File: src/rtl/bram_fifo_pkg.sv
// Shared defaults and types for the block-RAM FIFO controller.
package bram_fifo_pkg;

  localparam int ADDR_W = 10;
  localparam int DATA_W = 8;

  // Pointer with one extra MSB used as the wrap bit.
  typedef logic [ADDR_W:0] ptr_t;

  // Number of FIFO entries for a given RAM address width.
  function automatic int unsigned depth(input int unsigned aw);
    return 32'd1 << aw;
  endfunction

endpackage

File: src/rtl/fifo_ptr_ctr.sv
// Wrap-bit pointer counter: increments on inc, rolls over naturally
// from all-ones to zero, asynchronous active-high reset.
module fifo_ptr_ctr #(
  parameter int width = 11
) (
  input  logic             clk,
  input  logic             reset,
  input  logic             inc,
  output logic [width-1:0] ptr
);

  localparam logic [width-1:0] ONE = {{(width-1){1'b0}}, 1'b1};

  // Pointer register, advances by one on each accepted transfer.
  always_ff @(posedge clk or posedge reset) begin
    if (reset) begin
      ptr <= {width{1'b0}};
    end else if (inc) begin
      ptr <= ptr + ONE;
    end else begin
      ptr <= ptr;
    end
  end

endmodule

File: src/rtl/bram_fifo_ctrl.sv
// Synchronous FIFO controller driving an external simple dual-port RAM
// with registered read data (1-cycle read latency).
// Optional feature macro: FIFO_ERR_FLAGS_EN adds sticky overflow and
// underflow outputs, cleared only by reset.
module bram_fifo_ctrl
  import bram_fifo_pkg::*;
#(
  parameter int addr_width = ADDR_W,
  parameter int data_width = DATA_W
) (
  input  logic                  clk,
  input  logic                  reset,
  input  logic                  wr_en,
  input  logic [data_width-1:0] wr_data,
  output logic                  full,
  input  logic                  rd_en,
  output logic [data_width-1:0] rd_data,
  output logic                  rd_valid,
  output logic                  empty,
  output logic [addr_width:0]   count,
  output logic                  mem_we,
  output logic [addr_width-1:0] mem_addr_w,
  output logic [data_width-1:0] mem_din,
  output logic [addr_width-1:0] mem_addr_r,
  input  logic [data_width-1:0] mem_dout
`ifdef FIFO_ERR_FLAGS_EN
  ,
  output logic                  overflow,
  output logic                  underflow
`endif
);

  logic [addr_width:0] wr_ptr;
  logic [addr_width:0] rd_ptr;
  logic                wr_acc;
  logic                rd_acc;

  // A write is refused at full even if a read is accepted in the same
  // cycle; the producer simply retries. Symmetrically for reads at empty.
  assign wr_acc = wr_en & ~full;
  assign rd_acc = rd_en & ~empty;

  fifo_ptr_ctr #(.width(addr_width + 1)) u_wr_ptr (
    .clk   (clk),
    .reset (reset),
    .inc   (wr_acc),
    .ptr   (wr_ptr)
  );

  fifo_ptr_ctr #(.width(addr_width + 1)) u_rd_ptr (
    .clk   (clk),
    .reset (reset),
    .inc   (rd_acc),
    .ptr   (rd_ptr)
  );

  // Flags come straight from the registered pointers.
  assign empty = (wr_ptr == rd_ptr);
  assign full  = (wr_ptr[addr_width-1:0] == rd_ptr[addr_width-1:0]) &
                 (wr_ptr[addr_width] != rd_ptr[addr_width]);
  assign count = wr_ptr - rd_ptr;

  // RAM port drive. The RAM commits a write before the read address can
  // reach that location, so no write-to-read bypass is needed.
  assign mem_we     = wr_acc;
  assign mem_addr_w = wr_ptr[addr_width-1:0];
  assign mem_din    = wr_data;
  assign mem_addr_r = rd_ptr[addr_width-1:0];

  // RAM output is already registered; it lines up with rd_valid.
  assign rd_data = mem_dout;

  // rd_valid marks the cycle after an accepted read, when mem_dout holds it.
  always_ff @(posedge clk or posedge reset) begin
    if (reset) begin
      rd_valid <= 1'b0;
    end else begin
      rd_valid <= rd_acc;
    end
  end

`ifdef FIFO_ERR_FLAGS_EN
  // Sticky error flags for dropped requests; only reset clears them.
  always_ff @(posedge clk or posedge reset) begin
    if (reset) begin
      overflow  <= 1'b0;
      underflow <= 1'b0;
    end else begin
      overflow  <= overflow  | (wr_en & full);
      underflow <= underflow | (rd_en & empty);
    end
  end
`endif

endmodule

File: config.mk
export PLATFORM = sky130hd
export DESIGN_NAME = bram_fifo_ctrl
export DESIGN_NICKNAME = d
export VERILOG_FILES = /design/src/rtl/bram_fifo_pkg.sv /design/src/rtl/fifo_ptr_ctr.sv /design/src/rtl/bram_fifo_ctrl.sv
export SDC_FILE = /design/constraint.sdc
export NUM_CORES = 1
export LEC_CHECK = 0
export CORE_MARGIN = 1
export CORE_UTILIZATION = 40
export DETAILED_ROUTE_END_ITERATION = 8
export PLACE_DENSITY = 0.77
export SYNTH_ARGS = -nofsm -noshare
export SYNTH_HDL_FRONTEND = slang
export SYNTH_SLANG_ARGS = --single-unit
export TNS_END_PERCENT = 1
File: constraint.sdc
create_clock -name clk -period 2.5 [get_ports clk]
set_input_delay 0.375 -clock clk [delete_from_list [all_inputs] [get_ports clk]]
set_output_delay 0.375 -clock clk [all_outputs]
set_load 0.01 [all_outputs]
## Word level (Yosys, flattened, before mapping)

Cells that the tools add are included.

| cells by class | value |
|---|---|
| equality and inequality tests | 3 |
| add/subtract/negate cells | 3 |
| bitwise logic cells | 5 |

Operators by type and width:

| cell | number |
|---|---|
| adder 11 x 1 -> 11 bit, second input constant | 2 |
| equality test 11 bit | 1 |
| subtractor 11 bit | 1 |
| equality test 10 bit | 1 |
| bitwise AND 1 bit | 3 |
| NOT 1 bit | 2 |
| != test 1 bit | 1 |

| storage, ports and cells | value |
|---|---|
| output and inout bits | 51 |
| flip-flop bits (word level) | 23 |
| logic and storage cells | 14 |
| input port bits | 20 |

## Logic depth before layout (Yosys ltp)

Gate-level depths: netlist of the first run.

| depth | value |
|---|---|
| depth after elaboration | 4 |
| mapped depth | 9 |
| gate-level depth less buffers | 9 |

## Modules after synthesis

A second synthesis of the first run with hierarchy kept.

| unflattened totals | value |
|---|---|
| cells, all modules | 171 |
| area total of the unflattened synthesis | 1620.3 um2 |

By module, submodules not included:

| module | sequential area each (um2) | times used | area an instance (um2) | cells an instance |
|---|---|---|---|---|
| fifo_ptr_ctr | 275.3 | 2 | 486.7 | 41 |
| bram_fifo_ctrl | 25.0 | 1 | 646.9 | 89 |

## Worst setup path after synthesis of the first run

Ideal clock, no wire load.

| path | value |
|---|---|
| path kind | reg-to-output |
| start point | reg u_wr_ptr.ptr[0] |
| end point | out count[10] |
| stages on the path, launching flop included | 10 |
| path slack | 0.001 ns |
| path buffers | 0 |
| required time | 2.125 ns |
| data arrival time | 2.124 ns |
| cell sequence | dfrtp_1 inv_1 ha_1 inv_1 fa_1 a21o_1 a221oi_1 o211ai_1 a21oi_1 xnor2_1 |

| on the way | value |
|---|---|
| word-level cells in the longest chain between the ends | 1 |

RTL lines:

| item | RTL line | text |
|---|---|---|
| start, declared | fifo_ptr_ctr.sv:9 | `output logic [width-1:0] ptr` |
| start signal, assigned | fifo_ptr_ctr.sv:17 | `ptr <= {width{1'b0}};` |
| start signal, assigned | fifo_ptr_ctr.sv:19 | `ptr <= ptr + ONE;` |
| start signal, assigned | fifo_ptr_ctr.sv:21 | `ptr <= ptr;` |
| subtractor 11 bit | bram_fifo_ctrl.sv:61 | `assign count = wr_ptr - rd_ptr;` |
| end, declared | bram_fifo_ctrl.sv:20 | `output logic [addr_width:0] count,` |

Every way passes these cells.

## Worst setup path after layout of the first run

Ends and elaborated chain as after synthesis.

==> summary.md, run 1 <==
| Metric | Value |
|---|---|
| Run status | `finished with violations` |
| Violations in the final reports | `design-rule violations, negative setup slack` |
| Path length in cells of the critical path | `11` |
| Number of antenna violations at the first check in global routing | `0` |
| Worst setup SP type | `flop` |
| Cell family with the largest share of critical-path delay | `compound AO/OA/AOI/OAI gates` |
| DIE WIDTH | `70.50 um` |
| Layout Utilization | `0.5493` |
| Worst Slack Setup Final | `-0.4098 ns` |
| Later-pin clock latency in the skew report | `0.27 ns` |
| Rows | `24` |
| # Max-Cap Violations | `0` |
| Core region area | `4444 um^2` |
| GRT Resource Usage Total | `0.1824` |
| Maximum number of pins on one net before global-route repair | `24` |
| Type of destination of the critical path | `primary output` |
| Buf/Inv on CP | `4` |
| Required time at the worst-slack endpoint | `2.12 ns` |
| Total standard cell area after synthesis | `1877 um^2` |
| Period utilization | `1.164` |
| Worst VDD drop | `roughly 660 uV` |
| Worst Path Class, Setup | `reg2out` |
| Max Fanout on Critical Path | `3` |
| Detailed-route via count | `1537` |
| PortBufs | `38` |
| Top achievable clock speed | `around 340 MHz` |
| Worst Path Arrival | `2.53 ns` |
| Clock transition at the registers of the reported paths | `0.09 ns` |
| Clock tree from TritonCTS | `built` |
| Tightest hold margin | `around 0.44 ns` |
| Critical path's largest stage delay | `0.39 ns` |
| Wire length of the first global-routing pass | `7189 um` |
| Post-DR vias/cell | `5.039` |
| Final hold viol count | `0` |
| Number of violations reported at the end of detailed-routing iteration 0 | `45` |
| Grt total ovfl | `0` |
| Synth Net Count | `236` |
| Hold buffers post-CTS | `0` |
| Total DRC errors in the routed layout | `12` |
| Maximum level of the CTS H-tree | `1` |
| Total count of max-transition violations in the final report | `0` |
| Largest buffer count on any clock path | `2` |
| Slew of the pin with the lowest slew margin | `~0.43 ns` |
| Number of nets with antenna violations after routing | `0` |
| Netlist cell types | `39` |
| Area overhead of the layout relative to synthesis | `30.07%` |
| Sequential element share of the synthesized area | `0.3067` |
| Initial Util | `0.4223` |
| Worst Hold Class | `in2async` |
| Overall die height | `between 70 and 80 um` |
| HPWL after detailed placement | `3374 um` |
| PD cells | `1520 nW/um^2` |
| Sequence of cells on the critical path | `inv_1 > ha_2 > inv_2 > fa_2 > a21o_1 > a221oi_2 > buf_4 > o211ai_1 > a21oi_1 > xnor2_1 > buf_2` |
| Detailed-route wire length | `4240 um` |
| Area of the die | `4970 um^2` |
| Synth Warn # | `0` |
| Net count, final | `between 200 and 300` |
| RSZ-0062 raised after global routing | `yes` |
| Start point of the critical path | `u_wr_ptr.ptr[0]` |
| Synthesized flop and latch total | `23` |
| Register-to-register setup slack | `approximately 0.26 ns` |
| CTS buffer count | `3` |
| Syn Area/Cell | `9.245 um^2` |
| Relative slew margins | `0.7079` |
| Cell count after synthesis | `203` |
| Finish-stage setup viols | `8` |
| Average wire per standard cell | `around 14 um` |
| Final weighted congestion of routability-driven global placement | `0.8763` |
| Fraction of layout cells with a size suffix above 1 | `0.3043` |
| Cell leakage power | `1.165 nW` |
| Clock Sink Count | `23` |
| Final Critical Period | `2.910 ns` |
| R2R cell count | `9` |
| Clock root buffer | `clkbuf_8` |
| Pre-antenna DRT Iters | `6` |
| Layout Skew | `about 0.0052 ns` |
| Critical-path top delay cell | `dfrtp_1` |
| Worst reg2reg startpoint | `u_rd_ptr.ptr[5]` |
| Number of global-route vias before repair | `~1600` |
| # diodes | `0` |
| I/O pin count | `71` |
per-layer routing:
layer / track usage / up-vias / part of all wire
met5: 0 / - / 0
met4: 0.05442 / 0 / 0.0035
met3: 0.02020 / 2 / 0.036
met2: 0.3301 / 38 / 0.51
met1: 0.2273 / 734 / 0.45
li1: - / 763 / -
cell usage after synthesis:
| cell type | instances | area, um^2 |
|---|---|---|
| a211oi_1 | 1 | 7.510 |
| a21o_1 | 2 | 15.01 |
| a21oi_1 | 5 | 25.02 |
| a221oi_1 | 1 | 8.760 |
| and2_1 | 1 | 6.260 |
| and3_1 | 2 | 12.51 |
| buf_2 | 1 | 5.000 |
| buf_4 | 37 | 277.8 |
| dfrtp_1 | 23 | 575.6 |
| fa_1 | 1 | 20.02 |
| ha_1 | 12 | 150.1 |
| inv_1 | 16 | 60.06 |
| mux2_2 | 1 | 11.26 |
| mux2_4 | 1 | 15.01 |
| nand2_1 | 12 | 45.04 |
| nand3_1 | 7 | 35.03 |
| nand4_1 | 6 | 37.54 |
| nand4_4 | 1 | 21.27 |
| nor2_1 | 12 | 45.04 |
| nor2_4 | 1 | 11.26 |
| nor2b_1 | 2 | 12.51 |
| nor2b_2 | 1 | 8.760 |
| nor3_1 | 6 | 30.03 |
| nor3b_1 | 1 | 7.510 |
| nor4_1 | 6 | 37.54 |
| o2111ai_1 | 2 | 17.52 |
| o211ai_1 | 2 | 15.01 |
| o21a_1 | 1 | 7.510 |
| o21ai_0 | 2 | 10.01 |
| o21bai_1 | 1 | 7.510 |
| o31a_1 | 1 | 8.760 |
| o31ai_1 | 1 | 7.510 |
| o41ai_4 | 1 | 27.53 |
| or2_2 | 1 | 6.260 |
| or3_4 | 1 | 11.26 |
| or4_1 | 2 | 15.01 |
| xnor2_1 | 18 | 157.7 |
| xnor2_2 | 1 | 16.27 |
| xor2_1 | 10 | 87.58 |
kinds of logic after synthesis:
kind of cell | Yosys count | synth area share
buffers and inverters | 54 | 0.1827
adders and majority gates | 13 | 0.09066
and+or+nand+nor | 62 | 0.1827
AOI/OAI and AO/OA | 20 | 0.08400
xor gates and xnor gates | 29 | 0.1393
muxes | 2 | 0.01400
DFF | 23 | 0.3067
final cells by class:
class,count,area [um^2]
fillers,420,2003
multi-input cells,126,992.2
repair buffers,84,701.9
flip-flops and latches,23,575.6
well taps,52,65.06
inverters,16,60.06
clock buffers,3,41.29
clock inverters,1,5.005
cells in the final DEF, fill, tap and decap left out, types with 2 or more instances in the layout:
| cell | count |
|---|---|
| nand3_1 | 7 |
| nor2b_2 | 2 |
| nand2_1 | 12 |
| clkbuf_8 | 3 |
| dfrtp_1 | 23 |
| o2111ai_1 | 2 |
| inv_1 | 15 |
| xnor2_1 | 17 |
| xnor2_2 | 2 |
| and3_1 | 2 |
| buf_2 | 5 |
| clkdlybuf4s15_2 | 4 |
| nor3_1 | 6 |
| buf_4 | 46 |
| ha_1 | 11 |
| clkdlybuf4s50_1 | 26 |
| a21o_1 | 2 |
| xor2_1 | 10 |
| nand4_1 | 6 |
| or4_1 | 2 |
| nor2_1 | 12 |
| o211ai_1 | 2 |
| nor4_1 | 6 |
| a21oi_1 | 4 |
| dlygate4sd2_1 | 3 |
registers in the layout, indices dropped and copies added, names as in the netlist:
name	cells
u_rd_ptr.ptr	11
u_wr_ptr.ptr	11
rd_valid	1
worst register-to-register path, delay by kind of cell, from the launching register on:
family                     cells  cell delay [ns]
DFF                            1             0.36
and+or+nand+nor                4             0.96
xor gates and xnor gates       1             0.16
adders and majority gates      1             0.29
buffers and inverters          3             0.35
metrics by stage:
step	std cells	TNS [ns]	worst slack (ns)	total power, mW	instance area (um^2)
floorplan	203	0	0.0005902	2.196	1877
global placement	301	-1.952	-0.4775	3.461	2385
detailed placement	301	-2.441	-0.5749	3.523	2385
CTS	305	-1.605	-0.3521	3.681	2422
global route	305	-2.604	-0.5406	4.011	2441
finish	305	-1.528	-0.4098	3.709	2441
path summary, 6_finish.rpt:
kind | end
worst min-delay path | u_wr_ptr.ptr[3]
min in group clk | u_wr_ptr.ptr[10]
worst max register to register | u_wr_ptr.ptr[6]
worst min register to register | u_wr_ptr.ptr[10]
worst max-delay path | count[10]
max in group asynchronous | u_rd_ptr.ptr[6]
what timing repair did:
| action | 4_1_cts | 5_1_grt |
|---|---|---|
| pin swaps | 6 | 0 |
| resized for setup | 37 | 8 |
| buffers inserted | 0 | 0 |
| endpoints found under the hold margin | 0 | 0 |
| setup endpoints to repair | 12 | 10 |
power by group:
part	switching, mW	leakage [nW]	internal (mW)	total [mW]
registers	0.0988	0.272	0.516	0.614
logic	1.34	0.867	1.51	2.85
clock network	0.129	0.0255	0.111	0.241
Power figures use the tool's default switching activity.
==> inputs of run 2 (changes only) <==
- CAP_MARGIN: not set -> 0
- SLEW_MARGIN: not set -> 20
==> results of run 2 <==
Final layout, timing and power as in run 1 (identical DEF).
